===== src/rtl/clock_ctrl_pkg.sv =====
// Shared types and timing constants for the alarm-clock mode/alarm controller.
package clock_ctrl_pkg;

  typedef enum logic [2:0] {
    MODE_RUN       = 3'd0,
    MODE_SET_T_MIN = 3'd1,
    MODE_SET_T_HR  = 3'd2,
    MODE_SET_A_MIN = 3'd3,
    MODE_SET_A_HR  = 3'd4
  } mode_t;

  typedef enum logic [1:0] {
    ALM_IDLE   = 2'd0,
    ALM_RING   = 2'd1,
    ALM_SNOOZE = 2'd2
  } alm_state_t;

  localparam int SNOOZE_SEC = 300;
  localparam int RING_SEC   = 60;
  localparam int REPEAT_DLY = 2;

  function automatic mode_t next_mode(input mode_t m);
    case (m)
      MODE_RUN:       return MODE_SET_T_MIN;
      MODE_SET_T_MIN: return MODE_SET_T_HR;
      MODE_SET_T_HR:  return MODE_SET_A_MIN;
      MODE_SET_A_MIN: return MODE_SET_A_HR;
      default:        return MODE_RUN;
    endcase
  endfunction

  function automatic logic [1:0] blink_of(input mode_t m);
    case (m)
      MODE_SET_T_MIN, MODE_SET_A_MIN: return 2'b01;
      MODE_SET_T_HR,  MODE_SET_A_HR:  return 2'b10;
      default:                        return 2'b00;
    endcase
  endfunction

endpackage


===== src/rtl/btn_edge.sv =====
// Rising-edge detector: the edge is combinational on the current sample, the
// history flag records "last sample was 0" and clears on reset so a held button gives no edge.
module btn_edge (
  input  logic clk,
  input  logic reset,
  input  logic i_btn,
  output logic o_edge
);

  logic r_was_low;

  always_ff @(posedge clk or posedge reset) begin
    if (reset) r_was_low <= 1'b0;
    else       r_was_low <= ~i_btn;
  end

  assign o_edge = i_btn & r_was_low;

endmodule


===== src/rtl/clock_mode_ctrl.sv =====
// Mode and alarm controller: button/tick decoding into registered one-cycle strobes.
// Strobes fire in the cycle after the sampled edge or tick; mode advance beats btn_adv.
module clock_mode_ctrl
  import clock_ctrl_pkg::*;
(
  input  logic       clk,
  input  logic       reset,
  input  logic       i_tick_1hz,
  input  logic       i_tick_2hz,
  input  logic       i_btn_mode,
  input  logic       i_btn_adv,
  input  logic       i_btn_off,
  input  logic       i_alarm_arm,
  input  logic [7:0] i_cur_sec,
  input  logic [7:0] i_cur_min,
  input  logic [7:0] i_cur_hr,
  input  logic [7:0] i_alm_min,
  input  logic [7:0] i_alm_hr,
  output logic       o_t_sec_inc,
  output logic       o_t_min_inc,
  output logic       o_t_hr_inc,
  output logic       o_a_min_inc,
  output logic       o_a_hr_inc,
  output logic       o_t_sec_clr,
  output mode_t      o_mode,
  output logic       o_disp_alarm,
  output logic [1:0] o_blink,
  output logic       o_ringing,
  output alm_state_t o_alm_state
);

  localparam logic [1:0] HOLD_DLY  = 2'(REPEAT_DLY);
  localparam logic [5:0] RING_LAST = 6'(RING_SEC - 1);
  localparam logic [8:0] SNZ_LOAD  = 9'(SNOOZE_SEC);

  logic w_mode_edge, w_adv_edge, w_off_edge;
  logic w_adv_fire, w_alm_kill, w_time_match;
  mode_t w_mode_nxt;

  mode_t      r_mode;
  alm_state_t r_alm;
  logic [1:0] r_hold;
  logic [5:0] r_ring_cnt;
  logic [8:0] r_snz_cnt;
  logic [1:0] r_blink;
  logic       r_disp, r_ringing;
  logic       r_t_sec_inc, r_t_min_inc, r_t_hr_inc, r_a_min_inc, r_a_hr_inc, r_t_sec_clr;

  btn_edge u_edge_mode (.clk(clk), .reset(reset), .i_btn(i_btn_mode), .o_edge(w_mode_edge));
  btn_edge u_edge_adv  (.clk(clk), .reset(reset), .i_btn(i_btn_adv),  .o_edge(w_adv_edge));
  btn_edge u_edge_off  (.clk(clk), .reset(reset), .i_btn(i_btn_off),  .o_edge(w_off_edge));

  assign w_mode_nxt = w_mode_edge ? next_mode(r_mode) : r_mode;
  // Auto-repeat fires only once the hold counter has already absorbed REPEAT_DLY ticks.
  assign w_adv_fire = w_adv_edge | (i_btn_adv & i_tick_2hz & (r_hold == HOLD_DLY));

  always_ff @(posedge clk or posedge reset) begin
    if (reset) begin
      r_mode      <= MODE_RUN;
      r_blink     <= 2'b00;
      r_disp      <= 1'b0;
      r_hold      <= 2'd0;
      r_t_sec_inc <= 1'b0;
      r_t_min_inc <= 1'b0;
      r_t_hr_inc  <= 1'b0;
      r_a_min_inc <= 1'b0;
      r_a_hr_inc  <= 1'b0;
      r_t_sec_clr <= 1'b0;
    end else begin
      r_t_sec_inc <= 1'b0;
      r_t_min_inc <= 1'b0;
      r_t_hr_inc  <= 1'b0;
      r_a_min_inc <= 1'b0;
      r_a_hr_inc  <= 1'b0;
      r_t_sec_clr <= 1'b0;
      r_mode      <= w_mode_nxt;
      r_blink     <= blink_of(w_mode_nxt);
      r_disp      <= (w_mode_nxt == MODE_SET_A_MIN) || (w_mode_nxt == MODE_SET_A_HR);
      if (w_mode_edge) begin
        r_hold      <= 2'd0;
        r_t_sec_clr <= (r_mode == MODE_RUN);
      end else if (r_mode == MODE_RUN) begin
        r_hold      <= 2'd0;
        r_t_sec_inc <= i_tick_1hz;
      end else begin
        if (!i_btn_adv)                        r_hold <= 2'd0;
        else if (i_tick_2hz && r_hold < HOLD_DLY) r_hold <= r_hold + 2'd1;
        if (w_adv_fire) begin
          case (r_mode)
            MODE_SET_T_MIN: r_t_min_inc <= 1'b1;
            MODE_SET_T_HR:  r_t_hr_inc  <= 1'b1;
            MODE_SET_A_MIN: r_a_min_inc <= 1'b1;
            MODE_SET_A_HR:  r_a_hr_inc  <= 1'b1;
            default: ;
          endcase
        end
      end
    end
  end

  // Leaving RUN (or disarming) silences the alarm before any other transition.
  assign w_alm_kill   = ~i_alarm_arm | (r_mode != MODE_RUN) | w_mode_edge;
  assign w_time_match = i_tick_1hz & (i_cur_hr == i_alm_hr) & (i_cur_min == i_alm_min) &
                        (i_cur_sec == 8'd0);

  always_ff @(posedge clk or posedge reset) begin
    if (reset) begin
      r_alm      <= ALM_IDLE;
      r_ring_cnt <= 6'd0;
      r_snz_cnt  <= 9'd0;
      r_ringing  <= 1'b0;
    end else if (w_alm_kill) begin
      r_alm      <= ALM_IDLE;
      r_ring_cnt <= 6'd0;
      r_snz_cnt  <= 9'd0;
      r_ringing  <= 1'b0;
    end else begin
      case (r_alm)
        ALM_IDLE: begin
          if (w_time_match) begin
            r_alm      <= ALM_RING;
            r_ring_cnt <= 6'd0;
            r_ringing  <= 1'b1;
          end
        end
        ALM_RING: begin
          if (w_off_edge) begin
            r_alm      <= ALM_IDLE;
            r_ring_cnt <= 6'd0;
            r_ringing  <= 1'b0;
          end else if (w_adv_edge) begin
            r_alm      <= ALM_SNOOZE;
            r_ring_cnt <= 6'd0;
            r_snz_cnt  <= SNZ_LOAD;
            r_ringing  <= 1'b0;
          end else if (i_tick_1hz) begin
            if (r_ring_cnt == RING_LAST) begin
              r_alm      <= ALM_IDLE;
              r_ring_cnt <= 6'd0;
              r_ringing  <= 1'b0;
            end else begin
              r_ring_cnt <= r_ring_cnt + 6'd1;
            end
          end
        end
        ALM_SNOOZE: begin
          if (w_off_edge) begin
            r_alm     <= ALM_IDLE;
            r_snz_cnt <= 9'd0;
          end else if (i_tick_1hz) begin
            if (r_snz_cnt == 9'd1) begin
              r_alm      <= ALM_RING;
              r_snz_cnt  <= 9'd0;
              r_ring_cnt <= 6'd0;
              r_ringing  <= 1'b1;
            end else begin
              r_snz_cnt <= r_snz_cnt - 9'd1;
            end
          end
        end
        default: begin
          r_alm     <= ALM_IDLE;
          r_ringing <= 1'b0;
        end
      endcase
    end
  end

  assign o_t_sec_inc  = r_t_sec_inc;
  assign o_t_min_inc  = r_t_min_inc;
  assign o_t_hr_inc   = r_t_hr_inc;
  assign o_a_min_inc  = r_a_min_inc;
  assign o_a_hr_inc   = r_a_hr_inc;
  assign o_t_sec_clr  = r_t_sec_clr;
  assign o_mode       = r_mode;
  assign o_disp_alarm = r_disp;
  assign o_blink      = r_blink;
  assign o_ringing    = r_ringing;
  assign o_alm_state  = r_alm;

endmodule

===== config.mk =====
export PLATFORM = sky130hd
export DESIGN_NAME = clock_mode_ctrl
export DESIGN_NICKNAME = d
export VERILOG_FILES = /design/src/rtl/clock_ctrl_pkg.sv /design/src/rtl/btn_edge.sv /design/src/rtl/clock_mode_ctrl.sv
export SDC_FILE = /design/constraint.sdc
export NUM_CORES = 1
export LEC_CHECK = 0
export CAP_MARGIN = 10
export CELL_PAD_IN_SITES_DETAIL_PLACEMENT = 0
export CELL_PAD_IN_SITES_GLOBAL_PLACEMENT = 1
export CORE_ASPECT_RATIO = 2
export CORE_MARGIN = 5
export CORE_UTILIZATION = 35
export CTS_BUF_LIST = sky130_fd_sc_hd__clkbuf_8 sky130_fd_sc_hd__clkbuf_16
export DETAILED_ROUTE_END_ITERATION = 7
export HOLD_SLACK_MARGIN = 0.02
export PLACE_DENSITY = 0.79
export SYNTH_ARGS = -nofsm -noshare
export SYNTH_HDL_FRONTEND = slang
export SYNTH_SLANG_ARGS = --single-unit
export TNS_END_PERCENT = 5

===== constraint.sdc =====
create_clock -name clk -period 2.7 [get_ports clk]
set_clock_uncertainty 0.05 [all_clocks]
set_input_delay 0.405 -clock clk [delete_from_list [all_inputs] [get_ports clk]]
set_output_delay 0.405 -clock clk [all_outputs]
set_load 0.01 [all_outputs]

==> results.tsv <==
stage	metric	value	unit
route	# DRC	0	
route	vias per cell	5.343	
yosys	post-synth cell types	51	
yosys	Synth area leaders	dfrtp_1, xnor2_1, nand2_1, nor2_1, o21ai_0	
worst_setup_path	Arrival @ worst endpoint	2.53	ns
yosys	syn_nets	277	
layout	nets@finish	349	
route	Routed Antenna Nets	0	
worst_setup_path	critical path endpoint category	register	
worst_setup_path	CP max FO	6	
min_path	Hold Crit Start	r_hold[1]$_DFFE_PP0P_	
sta	slew margin rel.	69.51	%
sta	Final Hold Viols	0	
layout	share of cells above drive strength 1	9.060	%
clock_tree	cts hold-fix bufs	0	
placement	# port buffers	62	
clock_tree	H-tree levels	2	
clock_tree	worst-skew pair later-pin latency	0.27	ns
sta	Final Max Tran Viols	0	
yosys	largest family of logic cells by synthesized area	simple AND/OR/NAND/NOR gates	
yosys	Syn Area/Cell	9.314	sq um
yosys	Synth Warn #	0	
layout	commonest non-fill, non-tap cell in the layout	clkdlybuf4s50_1	
yosys	mux contribution to synthesized area	1.015	%
placement	placed wire-length estimate	4202	um
worst_setup_path	crit path from	r_snz_cnt[5]$_DFFE_PP0P_	
placement	Placed Cells	353	
global_routing	largest net degree at the start of global routing	36	
worst_setup_path	critical path type	register to register	
yosys	Synth Area in Adders	2.388	%
layout	commonest cells after routing, fill and taps aside	clkdlybuf4s50_1, dfrtp_1, nand2_1	
layout	Antenna Cells	0	
placement	Placer Congestion	0.8604	
floorplanning	die height	119.4	um
clock_tree	Post CTS Setup Buffer Count	0	
sta	f_max	412.7	MHz
yosys	register bit count reported by yosys	35	
floorplanning	total die area	0.007729	sq mm
yosys	dominant cell type by area after synthesis	dfrtp_1	
global_routing	Overall Global Routing Usage	14.45	%
clock_tree	CTS tree	done	
layout	Final Instance Count excl. Fillers	361	
yosys	Synth Flop Type	dfrtp_1	
yosys	post-synthesis cell area	0.002096	sq mm
yosys	post-synthesis sequential area ratio	41.79	%
worst_setup_path	FF-to-FF Start	r_snz_cnt[5]$_DFFE_PP0P_	
sta	setup TNS	0	ns
sta	Final Setup Violations	0	
floorplanning	Core Region	0.005906	sq mm
yosys	area share of the largest cell type after synthesis	41.79	%
yosys	Synth Instances	225	
power	peak supply drop	0.3584	mV
clock_tree	CTS resizes	0	
global_routing	initial antenna violation count	0	
sta	RSZ-0062 raised after global routing	false	
floorplanning	IO Pins	63	
global_routing	total grt overflow	0	
power	Cell Pwr Density	685.4	mW/mm^2
route	DRT iter0 DRCs	67	
power	Pleak	1.319	nW
yosys	Post-synth ARST share	100.0	%
sta	Period minus WS final	2.423	ns
yosys	EDFF count, synth	0	
route	Avg WL per Cell	14.66	um
route	first drt pass iteration count	4	
clock_tree	CTS Buf Count	5	
global_routing	first-pass GRT wire length	9032	um
worst_setup_path	Req. time, crit path	2.81	ns
worst_setup_path	Critical Path Source Type	register	
sta	final worst-path cycle share	89.74	%
worst_setup_path	R2R setup slack	0.28	ns
clock_tree	CTS Sinks	35	
yosys	simple-gate share of the synthesized area	24.24	%
flow_run	MaxCap Viol Count	0	
route	Vias	1929	
floorplanning	chip width	64.72	um
sta	Slew @ Worst Pin	0.4556	ns
route	Detailed Route WL	5292	um
floorplanning	row count	40	
yosys	XOR/XNOR share of the synthesized area	8.358	%
floorplanning	initial core utilization	35.49	%
global_routing	vias in the first global route	1952	
clock_tree	clock root buffer	clkbuf_16	
clock_tree	clock slew at reported path FFs	0.06	ns
min_path	HP Class	register to register	
status	status	finished, final reports clean	
yosys	Compound-Gate Fraction of Synth Area	18.09	%
layout	Synth-to-Final Area Change	43.82	%
power	total power draw	2.066	mW
clock_tree	Bufs on Longest Clock Path	2	
==> cell type report <==
class	count	area (sq um)
sequential	35	875.8
inverter	15	56.30
multi-input combinational	168	1134
clock inverter	2	35.03
fill	558	2892
tap	63	78.83
clock buffer	6	138.9
timing repair buffer	72	695.7
==> cells in the mapped netlist, types with 3 or more instances <==
cell type,count
nor4_1,4
buf_2,3
xor2_1,3
inv_1,15
nand3_1,12
a22o_1,3
o31ai_1,4
nand2_1,19
clkbuf_1,4
dfrtp_1,35
xnor2_1,17
nor3_1,6
or4_1,4
nand4_1,5
ha_1,4
o21ai_0,13
and2_1,4
nor2_1,18
nand2b_1,4
or3_1,3
a21oi_1,7
nor2b_1,3
==> layer usage <==
metal | track usage [%] | wire length [um] | vias up | share of wire [%]
met5 | 0 | 0 | - | 0
met4 | 3.974 | 39 | 0 | 0.74
met3 | 3.396 | 225 | 4 | 4.3
met2 | 24.44 | 2731 | 47 | 52
met1 | 18.06 | 2296 | 924 | 43
li1 | - | - | 954 | -
==> critical path, cell delays in order (launching register included) <==
cell	delay [ns]
dfrtp_1	0.42
nor4_4	0.32
nand4b_2	0.22
o311a_4	0.43
or3_1	0.49
a221o_1	0.38
==> cells by family (layout without fill, tap and decap cells) <==
group / count (synthesis) / count (layout)
buffers and inverters: 22 / 95
adder cells (fa/ha/maj): 4 / 4
AND/OR/NAND/NOR: 93 / 93
XOR/XNOR: 20 / 20
flip-flops: 35 / 35
multiplexers: 2 / 2
AO/OA/AOI/OAI: 49 / 49
==> through the flow <==
step           setup WS [ns]  utilization (%)  hold WS [ns]  area [sq um]
2_1_floorplan         0.4436                -        0.4144          2096
3_3_place_gp         0.04870            48.09        0.4524          2840
3_5_place_dp         0.04224            48.09        0.4515          2840
4_1_cts               0.2800            51.04        0.4719          3014
5_1_grt               0.1907            51.04        0.4845          3014
6_report              0.2771            51.04        0.4782          3014
==> power by group <==
| part | total (mW) | internal [mW] | switching, mW |
|---|---|---|---|
| Clock | 0.671 | 0.459 | 0.212 |
| Sequential | 0.667 | 0.606 | 0.0616 |
| Combinational | 0.728 | 0.371 | 0.357 |
==> sequential cells by signal, summed over array words and instances (netlist names) <==
| signal | flops |
|---|---|
| u_edge_off.r_was_low | 1 |
| o_ringing | 1 |
| r_ring_cnt | 6 |
| o_t_hr_inc | 1 |
| o_mode | 3 |
| r_snz_cnt | 9 |
| o_t_sec_inc | 1 |
| o_a_min_inc | 1 |
| o_blink | 2 |
| o_a_hr_inc | 1 |
| o_t_sec_clr | 1 |
| o_disp_alarm | 1 |
| u_edge_adv.r_was_low | 1 |
| r_hold | 2 |
| o_t_min_inc | 1 |
| o_alm_state | 2 |
| u_edge_mode.r_was_low | 1 |
==> final timing paths <==
kind,endpoint,cells after the start
max,r_ring_cnt[3]$_DFFE_PP0P_,5
min,r_hold[1]$_DFFE_PP0P_,2
max reg2reg,r_ring_cnt[3]$_DFFE_PP0P_,5
min reg2reg,r_hold[1]$_DFFE_PP0P_,2
max in group asynchronous,r_snz_cnt[3]$_DFFE_PP0P_,3
min in group asynchronous,r_snz_cnt[2]$_DFFE_PP0P_,3
(Power assumes the default switching activity.)
